[src/rtl/flag_stack_if.sv]
// Flag stack unit bus: ALU flag inputs, stack controls, condition select and status.
interface flag_stack_if #(
    parameter int unsigned NFLAGS      = 4,
    parameter int unsigned STACK_DEPTH = 4
);
    localparam int unsigned SELW = $clog2(NFLAGS) + 1;
    localparam int unsigned DW   = $clog2(STACK_DEPTH + 1);

    logic [NFLAGS-1:0] din;
    logic [NFLAGS-1:0] we_mask;
    logic              push;
    logic              pop;
    logic              err_clr;
    logic [SELW-1:0]   sel;
    logic              flag_out;
    logic [NFLAGS-1:0] flags;
    logic [DW-1:0]     depth;
    logic              stack_full;
    logic              stack_empty;
    logic              err_ovf;
    logic              err_udf;

    modport master (
        output din, we_mask, push, pop, err_clr, sel,
        input  flag_out, flags, depth, stack_full, stack_empty, err_ovf, err_udf
    );

    modport slave (
        input  din, we_mask, push, pop, err_clr, sel,
        output flag_out, flags, depth, stack_full, stack_empty, err_ovf, err_udf
    );
endinterface

[src/rtl/flag_stack_unit.sv]
// Condition flag register with per-flag write enables, branch condition select and a LIFO save stack.
// Define FLAG_BYPASS_EN to evaluate flag_out on the same-cycle forwarded flag vector.
module flag_stack_unit #(
    parameter int unsigned NFLAGS      = 4,
    parameter int unsigned STACK_DEPTH = 4
) (
    input logic          clk,
    input logic          rst_n,
    flag_stack_if.slave  bus
);
    localparam int unsigned SELW = $clog2(NFLAGS) + 1;
    localparam int unsigned IW   = SELW - 1;
    localparam int unsigned DW   = $clog2(STACK_DEPTH + 1);

    logic [NFLAGS-1:0] flags_q, flags_d;
    logic [NFLAGS-1:0] wr_val, top_val, eval_src;
    logic [DW-1:0]     depth_q, depth_d;
    logic              ovf_q, ovf_d, udf_q, udf_d;
    logic              full, empty;
    logic              push_only, pop_only, push_ok, pop_ok;
    logic [IW-1:0]     idx;
    logic              base;
    logic [NFLAGS-1:0] stack_mem [STACK_DEPTH];

    assign full  = (depth_q == DW'(STACK_DEPTH));
    assign empty = (depth_q == '0);

    always_comb begin
        wr_val    = (flags_q & ~bus.we_mask) | (bus.din & bus.we_mask);
        push_only = bus.push & ~bus.pop;
        pop_only  = bus.pop & ~bus.push;
        push_ok   = push_only & ~full;
        pop_ok    = pop_only & ~empty;

        top_val = '0;
        for (int unsigned i = 0; i < STACK_DEPTH; i++) begin
            if (DW'(i) == depth_q - DW'(1)) top_val = stack_mem[i];
        end

        // Pop alone suppresses the write; push+pop together behaves as a plain write.
        flags_d = wr_val;
        if (pop_only) flags_d = pop_ok ? top_val : flags_q;

        depth_d = depth_q;
        if (push_ok) depth_d = depth_q + DW'(1);
        if (pop_ok)  depth_d = depth_q - DW'(1);

        ovf_d = (ovf_q & ~bus.err_clr) | (push_only & full);
        udf_d = (udf_q & ~bus.err_clr) | (pop_only & empty);
    end

    always_ff @(posedge clk) begin
        if (!rst_n) begin
            flags_q <= '0;
            depth_q <= '0;
            ovf_q   <= 1'b0;
            udf_q   <= 1'b0;
        end else begin
            flags_q <= flags_d;
            depth_q <= depth_d;
            ovf_q   <= ovf_d;
            udf_q   <= udf_d;
        end
    end

    // Stack storage is not reset; a reset cycle simply blocks the write.
    always_ff @(posedge clk) begin
        if (rst_n && push_ok) begin
            for (int unsigned i = 0; i < STACK_DEPTH; i++) begin
                if (DW'(i) == depth_q) stack_mem[i] <= flags_q;
            end
        end
    end

    always_comb begin
        eval_src = flags_q;
`ifdef FLAG_BYPASS_EN
        if (rst_n && !bus.pop) eval_src = wr_val;
`endif
        idx  = bus.sel[SELW-2:0];
        base = 1'b0;
        for (int unsigned i = 0; i < NFLAGS; i++) begin
            if (idx == IW'(i)) base = eval_src[i];
        end
        bus.flag_out = base ^ bus.sel[SELW-1];
    end

    assign bus.flags       = flags_q;
    assign bus.depth       = depth_q;
    assign bus.stack_full  = full;
    assign bus.stack_empty = empty;
    assign bus.err_ovf     = ovf_q;
    assign bus.err_udf     = udf_q;
endmodule

[src/flat_wrapper.sv]
// flat-port wrapper written by rule: the top's interface ports become plain ports
module flag_stack_unit_flat 
#(
    parameter int unsigned NFLAGS      = 4,
    parameter int unsigned STACK_DEPTH = 4
)
  (clk, rst_n, bus_din, bus_we_mask, bus_push, bus_pop, bus_err_clr, bus_sel, bus_flag_out, bus_flags, bus_depth, bus_stack_full, bus_stack_empty, bus_err_ovf, bus_err_udf);
  flag_stack_if #(.NFLAGS(NFLAGS), .STACK_DEPTH(STACK_DEPTH)) bus_i ();
  input logic clk;
  input logic rst_n;
  input wire logic [$bits(bus_i.din)-1:0] bus_din;
  input wire logic [$bits(bus_i.we_mask)-1:0] bus_we_mask;
  input wire logic [$bits(bus_i.push)-1:0] bus_push;
  input wire logic [$bits(bus_i.pop)-1:0] bus_pop;
  input wire logic [$bits(bus_i.err_clr)-1:0] bus_err_clr;
  input wire logic [$bits(bus_i.sel)-1:0] bus_sel;
  output wire logic [$bits(bus_i.flag_out)-1:0] bus_flag_out;
  output wire logic [$bits(bus_i.flags)-1:0] bus_flags;
  output wire logic [$bits(bus_i.depth)-1:0] bus_depth;
  output wire logic [$bits(bus_i.stack_full)-1:0] bus_stack_full;
  output wire logic [$bits(bus_i.stack_empty)-1:0] bus_stack_empty;
  output wire logic [$bits(bus_i.err_ovf)-1:0] bus_err_ovf;
  output wire logic [$bits(bus_i.err_udf)-1:0] bus_err_udf;
  assign bus_i.din = bus_din;
  assign bus_i.we_mask = bus_we_mask;
  assign bus_i.push = bus_push;
  assign bus_i.pop = bus_pop;
  assign bus_i.err_clr = bus_err_clr;
  assign bus_i.sel = bus_sel;
  assign bus_flag_out = bus_i.flag_out;
  assign bus_flags = bus_i.flags;
  assign bus_depth = bus_i.depth;
  assign bus_stack_full = bus_i.stack_full;
  assign bus_stack_empty = bus_i.stack_empty;
  assign bus_err_ovf = bus_i.err_ovf;
  assign bus_err_udf = bus_i.err_udf;
  flag_stack_unit #(.NFLAGS(NFLAGS), .STACK_DEPTH(STACK_DEPTH)) u_core (.clk(clk), .rst_n(rst_n), .bus(bus_i));
endmodule
[config.mk]
export PLATFORM = sky130hd
export DESIGN_NAME = flag_stack_unit_flat
export DESIGN_NICKNAME = d
export VERILOG_FILES = /design/src/rtl/flag_stack_if.sv /design/src/rtl/flag_stack_unit.sv /design/src/flat_wrapper.sv
export SDC_FILE = /design/constraint.sdc
export NUM_CORES = 1
export LEC_CHECK = 0
export ABC_AREA = 1
export CAP_MARGIN = 20
export CORE_MARGIN = 4
export CORE_UTILIZATION = 50
export CTS_BUF_LIST = sky130_fd_sc_hd__clkbuf_4 sky130_fd_sc_hd__clkbuf_8
export CTS_CLUSTER_SIZE = 8
export DETAILED_ROUTE_END_ITERATION = 6
export GPL_TIMING_DRIVEN = 0
export MAX_ROUTING_LAYER = met4
export PLACE_DENSITY = 0.77
export SLEW_MARGIN = 20
export SYNTH_ARGS = -nofsm -noshare
export SYNTH_HDL_FRONTEND = slang
export SYNTH_SLANG_ARGS = --single-unit
[constraint.sdc]
create_clock -name clk -period 5.7 [get_ports clk]
set_clock_uncertainty 0.1 [all_clocks]
set_input_delay 1.14 -clock clk [delete_from_list [all_inputs] [get_ports clk]]
set_output_delay 1.14 -clock clk [all_outputs]
set_load 0.01 [all_outputs]
==> flow_metrics.env, run 1 <==
export IMPL_postRouteAntennaNets=0
export IMPL_seq_area_frac_synth_pct=50.05
export IMPL_dp_hpwl_um=2078
export IMPL_num_vias=1108
export IMPL_cp_num_buf_inv=2
export IMPL_syn_avg_cell_area_um2=8.049
export IMPL_postRouteWirelength_um=2660
export IMPL_fin_crit_sh_pct=67.99
export IMPL_gp_congestion=0.8174
export IMPL_cts_made_buffers=3
export IMPL_grt_pass1_wl_um=4422
export IMPL_initial_utilization_pct=52.80
export IMPL_busiest_layer="met2"
export IMPL_drv_cap=0
export IMPL_cts_sinks=25
export IMPL_setup_violations=0
export IMPL_clk_latency_ns=0.31
export IMPL_grt_use_met2_pct=28.08
export IMPL_yosys_area_top_type="edfxtp_1"
export IMPL_cts_resized=0
export IMPL_power_total_mw=0.4051
export IMPL_startpoint_type="input pin"
export IMPL_synth_compound_area_share_pct=9.289
export IMPL_fmax_mhz=258.0
export IMPL_grt_total_usage_pct=17.03
export IMPL_yosysWarnings=0
export IMPL_fillers=223
export IMPL_antenna_found_initial=0
export IMPL_drive_gt1_share_pct=4.103
export IMPL_cts_buffer_depth=2
export IMPL_cts_root_buf="clkbuf_4"
export IMPL_synth_xor_area_share_pct=0.6635
export IMPL_cpPeakStageDelay_ns=0.55
export IMPL_worstPathRequired_ns=4.46
export IMPL_syn_inst=164
export IMPL_dr_pass1_iters=5
export IMPL_grt_pass1_vias=1013
export IMPL_finalMaxSlewViolations=0
export IMPL_synth_area_um2=1320
export IMPL_num_antenna_cells=0
export IMPL_synth_top_family_by_area="simple AND/OR/NAND/NOR gates"
export IMPL_areaGrowthSynthToFinish_pct=25.40
export IMPL_critPathTopFamily="buffers and inverters"
export IMPL_cts_clk_slew_worst_paths_ns=0.13
export IMPL_met1_usage_pct=21.61
export IMPL_die_w_um=59.38
export IMPL_drt_iter0_drc=50
export IMPL_wire_per_inst_um=11.82
export IMPL_min_period_ns=3.875
export IMPL_io_buffers=27
export IMPL_setup_tns_ns=0
export IMPL_cp_slowest_cell="clkdlybuf4s50_1"
export IMPL_end_kind="primary output"
export IMPL_yosys_cell_types_count=16
export IMPL_final_hold_viol_count=0
export IMPL_grt_max_degree=15
export IMPL_fin_nets=219
export IMPL_cts_tree="done"
export IMPL_drc=0
export IMPL_num_rows=18
export IMPL_post_cts_buffers=0
export IMPL_num_io_pins=28
export IMPL_die_area_um2=3526
export IMPL_use_met3_pct=2.614
export IMPL_cp_cell_sequence="clkdlybuf4s50_1, o21ai_0, a21oi_1, nor2_1, xnor2_1, clkdlybuf4s50_1"
export IMPL_multi_input_area_um2=528.0
export IMPL_powerDensity_nw_per_um2=244.7
export IMPL_arrival_ns=2.64
export IMPL_slew_headroom_pct=61.84
export IMPL_tightest_slew_ns=0.5711
export IMPL_cts_hold_buf=0
export IMPL_worst_r2r_setup_slack_ns=3.61
export IMPL_die_h_um=59.38
export IMPL_regArea_um2=660.6
export IMPL_grt_overflow_total=0
export IMPL_hold_class="flop to flop"
export IMPL_htree_num_levels=1
export IMPL_outcome="completed"
export IMPL_synth_simple_area_share_pct=23.41
export IMPL_core_um2=2500
export IMPL_ir_drop_mv=0.1581
export IMPL_ys_top_cells_by_area="edfxtp_1 36%, dfxtp_1 14%, nand2_1 11%"
export IMPL_via_per_inst=4.924
export IMPL_worstSetupPathType="input pin to primary output"
export IMPL_netlist_area_leader_share_pct=36.40
export IMPL_rsz0062_at_grt="no"
export IMPL_muxShareOfSynthArea_pct=0
export IMPL_ys_seq_elements=25
export IMPL_synth_fp_nets=187
export IMPL_path_common_cell="clkdlybuf4s50_1"
export IMPL_critPathMaxFanout=4
export IMPL_power_leakage_nw=0.7499
export IMPL_synthAdderAreaFrac_pct=6.635
-- Yosys cell counts --
library cell   n
o21ai_0       12
clkbuf_1       1
nand2_1       40
nor2_2         2
dfxtp_1        9
a211oi_1       1
buf_4          1
inv_1         32
nor3b_1        1
edfxtp_1      16
nand3_1       19
ha_1           7
nand2_2        1
a21oi_1       11
xnor2_1        1
nor2_1        10
-- cells by family after synthesis --
logic type               count (synthesis)
adder cells (fa/ha/maj)                  7
flip-flops                              25
XOR/XNOR                                 1
AO/OA/AOI/OAI                           24
AND/OR/NAND/NOR                         73
buffers and inverters                   34
-- where the power goes --
part	leakage (nW)	switching (mW)	internal, mW
Combinational	0.514	0.0650	0.0513
Sequential	0.218	0.00996	0.202
Clock	0.0177	0.0510	0.0262
-- layout by cell type (no fill, tap or decap) --
master,count
nand2_1,40
inv_1,32
clkdlybuf4s50_1,27
nand3_1,19
edfxtp_1,16
o21ai_0,12
a21oi_1,11
nor2_1,10
dfxtp_1,9
ha_1,7
clkbuf_4,3
nor2_2,2
a211oi_1,1
xnor2_1,1
nor3b_1,1
clkbuf_1,1
nand2_2,1
buf_4,1
clkinv_2,1
-- final cells by class --
type                    count  area share (%)
plain buffers               2          0.6803
clock buffers               3           1.361
clock inverters             1          0.3023
inverters                  32           7.256
multi-input cells         105           31.90
flip-flops and latches     25           39.91
well taps                  30           2.268
repair buffers             27           16.33
-- per-layer routing --
metal | share of wire, % | wire (um) | vias to the layer above
li1 | - | - | 584
met1 | 47 | 1254 | 498
met2 | 48 | 1286 | 22
met3 | 3.4 | 90 | 4
met4 | 1.1 | 29 | 0
met5 | 0 | 0 | -
-- tightest hold or removal path: cells and delay by family (launching register included) --
| kind | cells | cell delay (ns) |
|---|---|---|
| flops | 1 | 0.34 |
| simple gates | 1 | 0.06 |
| compound gates | 1 | 0.05 |
-- final timing paths --
check             depth (start not counted)                 from                endpoint
setup / recovery                          6           bus_sel[0]            bus_flag_out
hold / removal                            2   u_core.bus.err_ovf      u_core.bus.err_ovf
setup reg to reg                          5  u_core.bus.depth[0]  u_core.stack_mem[3][3]
hold reg to reg                           2   u_core.bus.err_ovf      u_core.bus.err_ovf
-- per-stage QoR --
step / worst slack, ns / instance area [um^2] / instances / hold WS (ns) / util, %
final: 1.825 / 1655 / 225 / 0.3814 / 66.22
after global placement: 1.850 / 1628 / 221 / 0.3566 / 65.12
after detailed placement: 1.811 / 1628 / 221 / 0.3648 / 65.12
after global routing: 1.655 / 1655 / 225 / 0.4124 / 66.22
after floorplan: 2.812 / 1320 / 164 / 0.3872 / -
after CTS: 1.811 / 1655 / 225 / 0.3851 / 66.22
No activity file was read; power rests on OpenSTA's default activity.
==> inputs of run 2 (changes only) <==
--- a/config.mk
+++ b/config.mk
@@ -8,13 +8,13 @@
 export ABC_AREA = 1
 export CAP_MARGIN = 20
 export CORE_MARGIN = 4
-export CORE_UTILIZATION = 50
+export CORE_UTILIZATION = 47
 export CTS_BUF_LIST = sky130_fd_sc_hd__clkbuf_4 sky130_fd_sc_hd__clkbuf_8
 export CTS_CLUSTER_SIZE = 8
 export DETAILED_ROUTE_END_ITERATION = 6
 export GPL_TIMING_DRIVEN = 0
 export MAX_ROUTING_LAYER = met4
-export PLACE_DENSITY = 0.77
+export PLACE_DENSITY = 0.76
 export SLEW_MARGIN = 20
 export SYNTH_ARGS = -nofsm -noshare
 export SYNTH_HDL_FRONTEND = slang
==> constraint.sdc (replaced) <==
create_clock -name clk -period 3.55 [get_ports clk]
set_clock_uncertainty 0.1 [all_clocks]
set_input_delay 0.71 -clock clk [delete_from_list [all_inputs] [get_ports clk]]
set_output_delay 0.71 -clock clk [all_outputs]
set_load 0.01 [all_outputs]
==> flow_metrics.env, run 2 (synthesis results as in run 1) <==
export IMPL_grt_overflow_total=0
export IMPL_cts_tree="done"
export IMPL_setup_violations=0
export IMPL_grt_use_met2_pct=31.15
export IMPL_hold_class="flop to flop"
export IMPL_wire_per_inst_um=12.25
export IMPL_setup_tns_ns=0
export IMPL_drive_gt1_share_pct=4.103
export IMPL_die_area_um2=3720
export IMPL_postRouteAntennaNets=0
export IMPL_areaGrowthSynthToFinish_pct=25.59
export IMPL_fin_util_pct=64.57
export IMPL_critPathTopFamily="buffers and inverters"
export IMPL_cts_hold_buf=0
export IMPL_post_cts_buffers=0
export IMPL_layout_common_cells="40 x nand2_1, 32 x inv_1, 27 x clkdlybuf4s50_1"
export IMPL_outcome="completed"
export IMPL_powerDensity_nw_per_um2=393.7
export IMPL_cts_clk_slew_worst_paths_ns=0.14
export IMPL_comb_power_share_pct=28.7
export IMPL_setup_ws_ns=0.4842
export IMPL_min_period_ns=3.066
export IMPL_fmax_mhz=326.2
export IMPL_busiest_layer="met2"
export IMPL_via_per_inst=4.876
export IMPL_worstPathRequired_ns=2.74
export IMPL_cts_sinks=25
export IMPL_cts_resized=0
export IMPL_switchingPower_mw=0.2038
export IMPL_cts_made_buffers=3
export IMPL_antenna_found_initial=0
export IMPL_postRouteWirelength_um=2756
export IMPL_end_kind="primary output"
export IMPL_ir_drop_mv=0.2680
export IMPL_cts_root_buf="clkbuf_4"
export IMPL_layout_commonest_cell="nand2_1"
export IMPL_arrival_ns=2.26
export IMPL_cpPeakStageDelay_ns=0.55
export IMPL_num_vias=1097
export IMPL_drt_iter0_drc=38
export IMPL_io_buffers=27
export IMPL_num_io_pins=28
export IMPL_grt_pass1_wl_um=4919
export IMPL_met1_usage_pct=22.77
export IMPL_final_hold_viol_count=0
export IMPL_startpoint_type="input pin"
export IMPL_power_leakage_nw=0.7462
export IMPL_num_antenna_cells=0
export IMPL_critPathMaxFanout=4
export IMPL_cp_num_buf_inv=2
export IMPL_drv_cap=0
export IMPL_worstSetupPathType="input pin to primary output"
export IMPL_fin_crit_sh_pct=86.36
export IMPL_clk_latency_ns=0.31
export IMPL_placed_area_um2=1628
export IMPL_finalMaxSlewViolations=0
export IMPL_clkPwrFrac_pct=19.2
export IMPL_drc=0
export IMPL_rsz0062_at_grt="no"
export IMPL_regArea_um2=660.6
export IMPL_cp_cell_sequence="clkdlybuf4s50_1, nor2_1, a211oi_1, nor2_1, xnor2_1, clkdlybuf4s50_1"
export IMPL_initial_utilization_pct=51.41
export IMPL_grt_pass1_vias=1123
export IMPL_cp_slowest_cell="clkdlybuf4s50_1"
export IMPL_core_um2=2567
export IMPL_grt_max_degree=16
export IMPL_dr_pass1_iters=4
export IMPL_dp_slack_ns=0.4760
export IMPL_use_met3_pct=2.979
export IMPL_tightest_slew_ns=0.5740
export IMPL_dp_hpwl_um=2221
export IMPL_multi_input_area_um2=528.0
export IMPL_grt_total_usage_pct=18.24
export IMPL_fillers=237
export IMPL_num_rows=18
export IMPL_seq_power_share_pct=52.1
export IMPL_slew_headroom_pct=61.65
export IMPL_holdWs_ns=0.3788
export IMPL_p_int_mw=0.4490
export IMPL_die_w_um=61.00
export IMPL_die_h_um=61.00
export IMPL_gp_congestion=0.8440
export IMPL_swShare_pct=31.22
export IMPL_htree_num_levels=1
export IMPL_cts_buffer_depth=2
export IMPL_fin_area_um2=1658
export IMPL_fin_nets=219
run 2: cell count changes in the layout (fill, tap and decap cells not counted):
cell	delta
clkinv_2	-1
clkinvlp_4	+1
run 2: power by group through the flow:
| stage | combinational, mW | clock (mW) | sequential [mW] |
|---|---|---|---|
| 2_1_floorplan | 0.107 | 0 | 0.346 |
| 3_3_place_gp | 0.182 | 0 | 0.346 |
| 3_5_place_dp | 0.188 | 0 | 0.347 |
| 4_1_cts | 0.189 | 0.129 | 0.340 |
| 5_1_grt | 0.216 | 0.151 | 0.343 |
| 6_report | 0.187 | 0.125 | 0.340 |
run 2: metrics by stage:
stage	std cells	power (mW)
after detailed placement	221	0.5343
after global routing	225	0.7091
after CTS	225	0.6580
after floorplan	164	0.4528
after global placement	221	0.5274
final	225	0.6528
run 2: worst paths after layout:
path	depth (start not counted)	startpoint	slack [ns]	endpoint
setup / recovery	6	bus_sel[0]	0.48	bus_flag_out
hold / removal	2	u_core.bus.err_ovf	0.38	u_core.bus.err_ovf
setup reg to reg	5	u_core.bus.depth[0]	1.45	u_core.stack_mem[3][2]
hold reg to reg	2	u_core.bus.err_ovf	0.38	u_core.bus.err_ovf
run 2: area by class of cell:
class                   instances  area share, %
inverters                      32          7.245
repair buffers                 27          16.30
plain buffers                   2         0.6792
clock inverters                 1         0.4528
flip-flops and latches         25          39.85
multi-input cells             105          31.85
clock buffers                   3          1.358
well taps                      30          2.264
run 2: routing by layer:
layer	wire (um)	part of all wire, %
met5	0	0
met4	12	0.44
met1	1269	46
met2	1406	51
met3	68	2.5
run 2: tightest hold or removal path, cell delays in order (launching register included):
cell     delay (ns)
dfxtp_1        0.34
nand2_1        0.06
a21oi_1        0.06
